===== src/rtl/round_timer.sv =====
// Round response-window timer: latches the round period on start, counts down
// once per clock, and reports either a timeout or an accepted answer.
module round_timer #(
   parameter int WIDTH = 28
) (
   input  logic             clock,
   input  logic             rst_n,
   input  logic [WIDTH-1:0] count_value,
   input  logic             start,
   input  logic             answer,
   input  logic             pause,
   output logic             busy,
   output logic             timeout,
   output logic             answered,
   output logic [WIDTH-1:0] remaining,
   output logic             warn
);

   typedef enum logic [0:0] {
      ST_IDLE = 1'b0,
      ST_RUN  = 1'b1
   } state_t;

   localparam logic [WIDTH-1:0] ZERO_C = {WIDTH{1'b0}};
   localparam logic [WIDTH-1:0] ONE_C  = {{(WIDTH-1){1'b0}}, 1'b1};

   // A zero period would time out before the player sees the round, so clamp to one.
   function automatic logic [WIDTH-1:0] clamp_period(input logic [WIDTH-1:0] value);
      logic [WIDTH-1:0] result;
      if (value == ZERO_C) begin
         result = ONE_C;
      end else begin
         result = value;
      end
      return result;
   endfunction

   state_t           state_r;
   state_t           state_s;
   logic [WIDTH-1:0] period_r;
   logic [WIDTH-1:0] period_s;
   logic [WIDTH-1:0] remaining_r;
   logic [WIDTH-1:0] remaining_s;
   logic             timeout_r;
   logic             timeout_s;
   logic             answered_r;
   logic             answered_s;
   logic             warn_r;
   logic             warn_s;
   logic [WIDTH-1:0] load_value_s;

   assign load_value_s = clamp_period(count_value);

   // Next-state, counter update and pulse generation; start beats answer beats pause.
   always_comb begin
      state_s     = state_r;
      period_s    = period_r;
      remaining_s = remaining_r;
      timeout_s   = 1'b0;
      answered_s  = 1'b0;
      case (state_r)
         ST_IDLE: begin
            if (start) begin
               period_s    = load_value_s;
               remaining_s = load_value_s;
               state_s     = ST_RUN;
            end else begin
               state_s = ST_IDLE;
            end
         end
         ST_RUN: begin
            if (start) begin
               period_s    = load_value_s;
               remaining_s = load_value_s;
               state_s     = ST_RUN;
            end else if (answer) begin
               answered_s = 1'b1;
               state_s    = ST_IDLE;
            end else if (pause) begin
               remaining_s = remaining_r;
            end else begin
               remaining_s = remaining_r - ONE_C;
               if (remaining_r == ONE_C) begin
                  timeout_s = 1'b1;
                  state_s   = ST_IDLE;
               end else begin
                  state_s = ST_RUN;
               end
            end
         end
         default: begin
            state_s     = ST_IDLE;
            period_s    = ZERO_C;
            remaining_s = ZERO_C;
         end
      endcase
   end

   // Warn is computed from next-state values so the registered flag lines up with busy/remaining.
   always_comb begin
      warn_s = 1'b0;
      if (state_s == ST_RUN) begin
         warn_s = (remaining_s <= (period_s >> 1'b1 >> 1'b1));
      end else begin
         warn_s = 1'b0;
      end
   end

   // State and output registers.
   always_ff @(posedge clock or negedge rst_n) begin
      if (!rst_n) begin
         state_r     <= ST_IDLE;
         period_r    <= ZERO_C;
         remaining_r <= ZERO_C;
         timeout_r   <= 1'b0;
         answered_r  <= 1'b0;
         warn_r      <= 1'b0;
      end else begin
         state_r     <= state_s;
         period_r    <= period_s;
         remaining_r <= remaining_s;
         timeout_r   <= timeout_s;
         answered_r  <= answered_s;
         warn_r      <= warn_s;
      end
   end

   assign busy      = (state_r == ST_RUN);
   assign timeout   = timeout_r;
   assign answered  = answered_r;
   assign remaining = remaining_r;
   assign warn      = warn_r;

endmodule


===== config.mk =====
export PLATFORM = sky130hd
export DESIGN_NAME = round_timer
export DESIGN_NICKNAME = d
export VERILOG_FILES = /design/src/rtl/round_timer.sv
export SDC_FILE = /design/constraint.sdc
export NUM_CORES = 1
export LEC_CHECK = 0
export ABC_AREA = 1
export ABC_CLOCK_PERIOD_IN_PS = 2300
export BUFFER_PORTS_ARGS = -buffer_cell sky130_fd_sc_hd__buf_2
export CAP_MARGIN = 25
export CORE_ASPECT_RATIO = 1.1
export CORE_MARGIN = 2
export CORE_UTILIZATION = 50
export DETAILED_ROUTE_END_ITERATION = 8
export PLACE_DENSITY = 0.75
export SLEW_MARGIN = 10
export SYNTH_ARGS = -nofsm -noshare
export SYNTH_HDL_FRONTEND = slang
export SYNTH_SLANG_ARGS = --single-unit

===== constraint.sdc =====
create_clock -name clock -period 2.3 [get_ports clock]
set_clock_uncertainty 0.15 [all_clocks]
set_input_delay 0.115 -clock clock [delete_from_list [all_inputs] [get_ports clock]]
set_output_delay 0.115 -clock clock [all_outputs]
set_load 0.02 [all_outputs]

==> results.toml, run 1 <==
[outcome]
run_status = "complete, but fails checks"
violations = "setup timing"

[power]
irDropWorstVdd_uv = 372
power_density_mw_per_mm2 = 562
power.leakage_nw = 3.01

[clock_tree]
cts.clk_slew.worst_paths_ns = 0.07
cts_tree = "built"
clock_latency_ns = 0.35
cts_inserted_buffers = 9
cts_buffer_depth = 2
root_buffer = "clkbuf_8"
htreeDepth = 3
cts.sinks = 58

[synth]
synth_top_cell_area_share_pct = 37.7
synth_top_area_cell = "dfrtp_1"
mappedNetlistNets = 602
synth.avg_cell_area_sq_um = 7.11
yosysWarnings = 0
synthesis.area_sq_mm = 0.00384
synth-seq-area-share_pct = 37.7
ys_ff_latch = 58
synth.distinct_cells = 34
synth.area.top_cells = "dfrtp_1, nand2_1, inv_1"
syn_inst = 541

[global_routing]
grt_pass1_wl_um = 21200
antenna_found_initial = 0
gr-total-overflow = 0
first_global_vias = 4627
grt_start_max_net_pins = 31
grt_use_total_pct = 32.9

[timing]
relSlewSlack_pct = 51.1
final-hold-violation-count = 0
tightestPinTransition_ns = 0.734
setup_viol = 1
fmax_ghz = 0.343
drv_slew = 0
rsz0062_at_grt = "yes"
fin_crit_sh_pct = 127
fin_setup_tns_ns = -0.616
fin_ws_ns = -0.616
min_period_ns = 2.92

[finish]
antenna_cells = 0
final_cells = 851
nets = 803
drive_gt1_share_pct = 33.6
syn2layout_area_growth_pct = 49.6

[drt]
wl_per_cell_um = 15.3
drt-total-wl_um = 13000
drc = 0
first_pass_iters = 5
vias_per_cell = 5.28
ant_nets = 0
drt_iter0_markers = 432
vias = 4497

[setup_path]
cp.required_ns = 2.42
crit_path_frequent_cell = "nor2_4"
worstPathMaxFanout = 3
cp-end-kind = "register"
path_class = "reg -> reg"
arrival_ns = 3.04
worstSetupStartpointType = "register"
slowest_stage = "dfrtp_2"
slowest_delay_ns = 0.44
path_cells = "nor2_4 > inv_1 > nor2_4 > nand3_4 > nor2_4 > inv_2 > o21ai_2 > nand2_1 > o21ai_1 > inv_1 > ha_4 > nand2_2 > nor3_4 > nand4_1 > nor2_2 > a21oi_2 > nor2_1"

[die]
dieArea_sq_mm = 0.00841
ioPinCount = 65
start_util_pct = 51.4
placementRows = 33
chipWidth_um = 87.6
die_height_um = 96.0
core_area_sq_mm = 0.00747

[place]
dp_cells = 803
globalplace.congestion = 0.955
io_buffer_count = 64
place_hpwl_um = 9460

[job]
maxCapViolations = 0

[hold_path]
hp-class = "in -> reg"
-- metal layers --
| metal | vias to the layer above | track usage [%] | wire length [um] |
|---|---|---|---|
| met1 | 2117 | 40.2 | 5220 |
| li1 | 2120 | - | - |
| met3 | 51 | 6.17 | 862 |
| met4 | 0 | 12.9 | 466 |
| met5 | - | 0 | 0 |
| met2 | 209 | 57.0 | 6460 |
-- cells in the mapped netlist --
| library cell | number |
|---|---|
| nand2_1 | 104 |
| inv_1 | 97 |
| o211ai_1 | 7 |
| nand2_4 | 3 |
| o31ai_1 | 1 |
| a22o_1 | 1 |
| nor4_1 | 1 |
| o21a_1 | 2 |
| nand3_1 | 21 |
| and2_1 | 1 |
| a21o_1 | 1 |
| o21bai_1 | 1 |
| o21ai_1 | 12 |
| buf_1 | 3 |
| nand3_2 | 1 |
| nor2_1 | 91 |
| or2_0 | 1 |
| nor2_8 | 1 |
| dfrtp_1 | 58 |
| o22ai_1 | 2 |
| o21ai_0 | 25 |
| clkbuf_1 | 3 |
| a21oi_1 | 30 |
| nor2_2 | 6 |
| or2_1 | 1 |
| nor2_4 | 6 |
| a31oi_1 | 1 |
| a21boi_0 | 1 |
| nand2_2 | 2 |
| nor3_1 | 12 |
| ha_1 | 28 |
| inv_2 | 5 |
| buf_2 | 1 |
| nand4_1 | 11 |
-- stage by stage --
| stage | utilization, % | setup slack (ns) | cell area [sq um] | power, mW | hold WS, ns |
|---|---|---|---|---|---|
| after floorplan | - | -0.201 | 3890 | 1.67 | -0.331 |
| after global placement | 68.3 | -0.717 | 5110 | 2.08 | 0.0579 |
| after detailed placement | 68.3 | -0.750 | 5110 | 2.11 | 0.0637 |
| after CTS | 75.9 | -0.424 | 5670 | 3.19 | 0.00988 |
| after global routing | 77.0 | -0.768 | 5750 | 3.40 | 0.0548 |
| final | 77.0 | -0.616 | 5750 | 3.23 | 0.0166 |
-- worst max-delay path, delay by kind of cell (launching register included) --
kind	cells	cell delay, ns
AOI/OAI and AO/OA	3	0.27
adders and majority gates	1	0.28
buffers and inverters	3	0.26
DFF	1	0.44
and+or+nand+nor	10	1.44
-- power by group --
group	leakage (nW)	internal [mW]	switching, mW	total [mW]
combinational	2.24	0.450	0.589	1.04
sequential	0.665	1.12	0.0716	1.19
clock	0.106	0.582	0.423	1.00
total	3.01	2.15	1.08	3.23
-- final timing paths --
| kind | startpoint | endpoint | slack [ns] | cells after the start |
|---|---|---|---|---|
| max | remaining[3] | warn | -0.62 | 17 |
| min | count_value[22] | period_r[22] | 0.02 | 5 |
| max reg2reg | remaining[3] | warn | -0.62 | 17 |
| min reg2reg | period_r[5] | period_r[5] | 0.32 | 2 |
| max in group asynchronous | rst_n | remaining[24] | 1.17 | 3 |
| min in group asynchronous | rst_n | period_r[9] | 0.21 | 2 |
-- cell families after synthesis --
group                    share of synthesized area, %
buffers and inverters                            10.7
flip-flops                                       37.7
AND/OR/NAND/NOR                                  30.5
adder cells (fa/ha/maj)                          9.11
AO/OA/AOI/OAI                                    12.0
-- final cells by class --
type / count / area (sq um)
multi-input combinational: 374 / 2160
fill: 533 / 1720
sequential: 58 / 1460
timing repair buffer: 197 / 1410
inverter: 102 / 388
clock buffer: 13 / 169
tap: 105 / 131
clock inverter: 2 / 35.0
-- registers in the layout, indices dropped and copies added, names as in the netlist --
register / count
busy: 1
answered: 1
period_r: 26
timeout: 1
remaining: 28
warn: 1
-- placed cells by master (no fill, tap or decap), types with 3 or more instances in the layout --
| master | netlist | final |
|---|---|---|
| nand3_4 | 0 | 3 |
| o21ai_1 | 12 | 11 |
| buf_12 | 0 | 3 |
| buf_2 | 1 | 64 |
| nand2_1 | 104 | 101 |
| inv_2 | 5 | 8 |
| nand2_2 | 2 | 5 |
| nor3_1 | 12 | 9 |
| o21ai_0 | 25 | 25 |
| dfrtp_2 | 0 | 7 |
| buf_4 | 0 | 110 |
| nor2_2 | 6 | 6 |
| nor2_1 | 91 | 84 |
| o211ai_1 | 7 | 7 |
| nand3_1 | 21 | 18 |
| clkbuf_8 | 0 | 12 |
| nor2_4 | 6 | 13 |
| inv_1 | 97 | 92 |
| ha_4 | 0 | 4 |
| dfrtp_1 | 58 | 51 |
| nand4_1 | 11 | 11 |
| dlygate4sd3_1 | 0 | 18 |
| nand2_4 | 3 | 3 |
| a21oi_1 | 30 | 29 |
| ha_1 | 28 | 24 |
-- what timing repair did --
item	CTS	global route
pin swaps	13	17
cloned	0	0
hold endpoints to repair	47	0
setup endpoints to repair	1	1
hold buffers	18	0
resized for setup	24	9
setup buffers	9	6
Note: power is estimated with default switching activity, not from simulation.
==> run 2: changes to the inputs <==
--- a/config.mk
+++ b/config.mk
@@ -5,15 +5,15 @@
 export SDC_FILE = /design/constraint.sdc
 export NUM_CORES = 1
 export LEC_CHECK = 0
-export ABC_AREA = 1
 export ABC_CLOCK_PERIOD_IN_PS = 2300
 export BUFFER_PORTS_ARGS = -buffer_cell sky130_fd_sc_hd__buf_2
 export CAP_MARGIN = 25
 export CORE_ASPECT_RATIO = 1.1
 export CORE_MARGIN = 2
 export CORE_UTILIZATION = 50
+export CTS_BUF_LIST = sky130_fd_sc_hd__clkbuf_2 sky130_fd_sc_hd__clkbuf_4 sky130_fd_sc_hd__clkbuf_8
 export DETAILED_ROUTE_END_ITERATION = 8
-export PLACE_DENSITY = 0.75
+export PLACE_DENSITY = 0.76
 export SLEW_MARGIN = 10
 export SYNTH_ARGS = -nofsm -noshare
 export SYNTH_HDL_FRONTEND = slang
==> run 2 against run 1 <==
Against the previous run: flip-flop and latch count unchanged; count of clock-buffer cells in the layout up 1; first-iteration DRC count down 26%; worst setup slack worse by 1.1 ns; utilization up 1.7 points; power down 2.1%; routed wire length down 3.4%; the flow finishes with violations (hold timing, setup timing); largest cell class unchanged; critical endpoint unchanged; global-route usage up 2.4 points.
==> results.toml, run 2 <==
[power]
power_density_mw_per_mm2 = 617
irDropWorstVdd_uv = 434
power.leakage_nw = 2.56

[global_routing]
gr-total-overflow = 0
grt_use_total_pct = 35.3
grt_start_max_net_pins = 46
first_global_vias = 3668
antenna_found_initial = 0
grt_pass1_wl_um = 18700

[clock_tree]
cts.sinks = 58
cts_buffer_depth = 2
root_buffer = "clkbuf_8"
cts.clk_slew.worst_paths_ns = 0.08
htreeDepth = 3
cts_inserted_buffers = 9
cts_tree = "built"
clock_latency_ns = 0.36

[setup_path]
slowest_stage = "or4_4"
cp.required_ns = 2.42
arrival_ns = 4.17
path_class = "reg -> reg"
cp-end-kind = "register"
crit_path_frequent_cell = "or4_4"
path_buf_inv = 0
worstSetupStartpointType = "register"
critical_path.top_delay_family = "simple AND/OR/NAND/NOR gates"
slowest_delay_ns = 0.54
path_cells = "or4_4 > or4b_4 > or4_4 > nor2_4 > mux2i_2 > ha_1 > nand4_1 > or4_4 > o21ai_2 > o21a_1 > a31oi_1 > nor4b_2"
worstPathMaxFanout = 3

[die]
chipWidth_um = 81.7
placementRows = 31
core_area_sq_mm = 0.00652
die_height_um = 89.4
ioPinCount = 65
start_util_pct = 50.9
dieArea_sq_mm = 0.00730

[finish]
final_cells = 623
seq_area_sq_mm = 0.00146
final_cell_mix = "buf_4, buf_2, dfrtp_1, nand2_1, inv_1"
final.fill_count = 399
final_common_cell = "buf_4"
nets = 597
syn2layout_area_growth_pct = 54.5
largest_reg_flops = 28
antenna_cells = 0
multi_input_area_sq_mm = 0.00190
drive_gt1_share_pct = 45.8

[timing]
min_period_ns = 4.04
fin_ws_ns = -1.74
setup_viol = 12
final-hold-violation-count = 1
relSlewSlack_pct = 57.1
rsz0062_at_grt = "yes"
drv_slew = 0
fin_crit_sh_pct = 176
fmax_ghz = 0.247
fin_setup_tns_ns = -4.25
hold_slack_ns = -0.00891
tightestPinTransition_ns = 0.635

[outcome]
violations = "hold timing, setup timing"
run_status = "complete, but fails checks"

[synth]
synth_edf_count = 0
yosysWarnings = 0
async_flop_share_pct = 100
syn_inst = 341
synth.avg_cell_area_sq_um = 9.73
synth.distinct_cells = 46
ys_ff_latch = 58
synth_top_area_cell = "dfrtp_1"
synth-seq-area-share_pct = 43.7
synth.area.top_cells = "dfrtp_1, ha_1, o21ai_0"
synthesis.area_sq_mm = 0.00332
yosys-top-cells-count = "dfrtp_1, nand2_1, inv_1"
synth_top_cell_area_share_pct = 43.7
mappedNetlistNets = 402
ys_dominant_reg_cell = "dfrtp_1"
yosysMostFrequentCell = "dfrtp_1"

[drt]
drc = 0
vias_per_cell = 6.01
vias = 3744
wl_per_cell_um = 20.2
first_pass_iters = 7
drt-total-wl_um = 12600
ant_nets = 0
drt_iter0_markers = 321

[place]
place_hpwl_um = 7280
dp_cells = 591
globalplace.congestion = 0.897
dp_slack_ns = -1.53
io_buffer_count = 64

[job]
maxCapViolations = 0

[hold_path]
hp-class = "in -> reg"
## run 2: changes by cell type in the layout (fill, tap and decap cells not counted), sizes merged, moves of 14 or more
| cell | previous run | this run |
|---|---|---|
| nand3 | 22 | 6 |
| nand2 | 109 | 31 |
| inv | 102 | 30 |
| nor2 | 104 | 17 |
| a21oi | 30 | 12 |
| a21boi | 1 | 17 |
| dlygate4sd3 | 18 | 4 |
## run 2: path summary, 6_finish.rpt
path / startpoint / to / slack, ns / depth (start not counted)
min in group asynchronous: rst_n / remaining[0] / 0.15 / 2
max in group asynchronous: rst_n / remaining[16] / 1.20 / 3
worst min register to register: period_r[11] / period_r[11] / 0.37 / 2
worst max register to register: remaining[11] / warn / -1.74 / 12
worst max-delay path: remaining[11] / warn / -1.74 / 12
worst min-delay path: count_value[25] / remaining[25] / -0.009 / 4
## run 2: tightest hold or removal path: stages
cell     delay (ns)
buf_2          0.09
buf_4          0.09
nand2_1        0.07
o21ai_2        0.09
## run 2: layout make-up
class | count | area share (%)
Clock buffer | 14 | 3.39
Tap cell | 82 | 2.00
Inverter | 30 | 2.20
Multi-Input combinational cell | 244 | 37.0
Clock inverter | 2 | 0.683
Timing Repair Buffer | 193 | 26.3
Sequential cell | 58 | 28.4
## run 2: per-layer routing
layer  GRT usage [%]  wire (um)
met5               0          0
met4            21.2        807
met3            8.69       1200
met2            59.6       5980
met1            40.3       4570
## run 2: per-stage QoR
step / instance area (sq um) / utilization [%] / total power, mW
CTS: 5080 / 77.9 / 3.07
global route: 5130 / 78.7 / 3.27
finish: 5130 / 78.7 / 3.16
floorplan: 3330 / - / 1.57
detailed placement: 4580 / 70.4 / 2.00
global placement: 4580 / 70.4 / 1.96
## run 2: report_power, final
part	internal, mW	switching (mW)
logic	0.437	0.534
registers	1.11	0.0533
clock network	0.595	0.431
## run 2: cell families after synthesis
kind of cell	count (synthesis)	share of synthesized area [%]
xor gates and xnor gates	22	5.81
AOI/OAI and AO/OA	82	15.7
adders and majority gates	28	10.6
and+or+nand+nor	108	18.6
buffers and inverters	39	4.41
DFF	58	43.7
muxes	4	1.21
## run 2: what timing repair did
| action | in CTS | in global routing |
|---|---|---|
| cloned | 0 | 0 |
| setup endpoints to repair | 14 | 15 |
| gates resized for setup | 37 | 21 |
| hold buffers | 4 | 0 |
| pin swaps | 8 | 9 |
| hold endpoints to repair | 31 | 0 |
| buffers inserted | 14 | 6 |
==> run 3: changes to the inputs <==
--- a/config.mk
+++ b/config.mk
@@ -9,7 +9,7 @@
 export BUFFER_PORTS_ARGS = -buffer_cell sky130_fd_sc_hd__buf_2
 export CAP_MARGIN = 25
 export CORE_ASPECT_RATIO = 1.1
-export CORE_MARGIN = 2
+export CORE_MARGIN = 4
 export CORE_UTILIZATION = 50
 export CTS_BUF_LIST = sky130_fd_sc_hd__clkbuf_2 sky130_fd_sc_hd__clkbuf_4 sky130_fd_sc_hd__clkbuf_8
 export DETAILED_ROUTE_END_ITERATION = 8
==> run 3 against run 2 <==
Against the previous run: the run ends with setup timing left; worst hold slack better by 0.012 ns; sequential power hardly changed; power down 4.7%; first-iteration DRC count is 1.2% higher; design area decreased by 1.9%; flip-flop and latch count unchanged; combinational power fell by 3.1%; utilization increased by 1.1 points; critical path type unchanged; largest power group unchanged; highest routed layer unchanged.
==> results.toml, run 3 (same netlist as run 2, synthesis figures left out) <==
[hold_path]
hp-class = "in -> reg"
hp-start = "count_value[24]"

[setup_path]
path_class = "reg -> reg"
critPathLaunch = "remaining[11]"
r2r-start = "remaining[11]"
slowest_delay_ns = 0.54
path_cells = "or4_4 > or4b_4 > or4_4 > buf_4 > nor3_4 > mux2i_1 > ha_1 > a21oi_1 > o21ai_1 > o21ai_1 > o21a_1 > a31oi_1 > nor4b_2"
slowest_stage = "or4_4"
worstPathMaxFanout = 2
cp-end-kind = "register"
cp.required_ns = 2.39
worstSetupStartpointType = "register"
arrival_ns = 4.01

[die]
start_util_pct = 52.6
placementRows = 30
die_height_um = 93.4
core_area_sq_mm = 0.00631
ioPinCount = 65
dieArea_sq_mm = 0.00801
chipWidth_um = 85.7

[drt]
vias = 3655
drc = 0
first_pass_iters = 5
vias_per_cell = 5.92
wl_per_cell_um = 19.4
drt_iter0_markers = 325
drt-total-wl_um = 12000
ant_nets = 0

[clock_tree]
cts.sinks = 58
cts_inserted_buffers = 9
htreeDepth = 3
cts.clk_slew.worst_paths_ns = 0.07
root_buffer = "clkbuf_8"
clock_latency_ns = 0.35
cts_tree = "built"
cts_buffer_depth = 2

[timing]
fmax_ghz = 0.255
setup_viol = 13
rsz0062_at_grt = "yes"
fin_crit_sh_pct = 170
min_period_ns = 3.92
fin_ws_ns = -1.62
drv_slew = 0
final-hold-violation-count = 0
relSlewSlack_pct = 39.2
tightestPinTransition_ns = 0.908
fin_setup_tns_ns = -4.44
hold_slack_ns = 0.00348

[global_routing]
grt_pass1_wl_um = 17800
antenna_found_initial = 0
grt_start_max_net_pins = 46
grt_use_total_pct = 29.1
gr-total-overflow = 0
first_global_vias = 3766

[power]
irDropWorstVdd_uv = 373
total_power_mw = 3.01
power_density_mw_per_mm2 = 599
power.leakage_nw = 2.52

[place]
place_hpwl_um = 8120
globalplace.congestion = 0.944
dpl_cell_area_sq_mm = 0.00460
io_buffer_count = 64

[finish]
largest_reg_flops = 28
syn2layout_area_growth_pct = 51.6
nets = 593
final_common_cell = "buf_4"
drive_gt1_share_pct = 45.1
final_cell_mix = "buf_4, buf_2, dfrtp_1, nand2_1, inv_1"
final_area_sq_mm = 0.00503
utilization_pct = 79.8
antenna_cells = 0

[outcome]
run_status = "complete, but fails checks"
violations = "setup timing"

[job]
maxCapViolations = 0
[run 3: changes by cell type in the layout (fill, tap and decap cells not counted), sizes merged]
cell,before,now
bufinv,1,0
clkinv,1,2
buf,189,184
dlygate4sd3,4,5
[run 3: critical path, delay by kind of cell (launching register included)]
kind            cells  cell delay [ns]
flops               1             0.40
fa+ha+maj           1             0.30
simple gates        5             1.92
buf+inv             1             0.18
compound gates      5             0.59
mux                 1             0.28
[run 3: area by class of cell]
class | instances | area [sq um]
multi-input cells | 244 | 1880
flip-flops and latches | 58 | 1460
repair buffers | 189 | 1290
fillers | 393 | 1270
clock buffers | 14 | 180
inverters | 30 | 113
well taps | 80 | 100
clock inverters | 2 | 10.0
[run 3: metrics by stage]
stage | std cells | setup slack (ns)
after floorplan | 341 | -1.44
after global placement | 591 | -1.39
after detailed placement | 591 | -1.53
after CTS | 613 | -1.50
after global routing | 617 | -1.77
final | 617 | -1.62
[run 3: per-layer routing]
layer / vias to the layer above / share of wire (%) / wire (um) / GRT usage, %
met1: 1751 / 37 / 4380 / 33.5
li1: 1612 / - / - / -
met5: - / 0 / 0 / 0
met3: 56 / 8.4 / 1010 / 7.75
met4: 0 / 4.9 / 583 / 12.9
met2: 236 / 50 / 5990 / 50.2
[run 3: final timing paths]
path                       cells after the start  slack, ns             to
setup / recovery                              13      -1.62           warn
hold / removal                                 4      0.003  remaining[24]
setup reg to reg                              13      -1.62           warn
hold reg to reg                                2       0.36   period_r[16]
max in group asynchronous                      3       1.17   period_r[16]
min in group asynchronous                      2       0.14   period_r[27]
[run 3: where the power goes]
group / switching (mW) / internal (mW)
Combinational: 0.517 / 0.422
Clock: 0.413 / 0.500
Sequential: 0.0494 / 1.11
[run 3: repair_timing]
action	CTS	global route
setup buffers	1	4
pin swaps	10	5
setup endpoints to repair	17	17
gates resized for setup	23	18
hold endpoints to repair	28	0
hold buffers	5	0
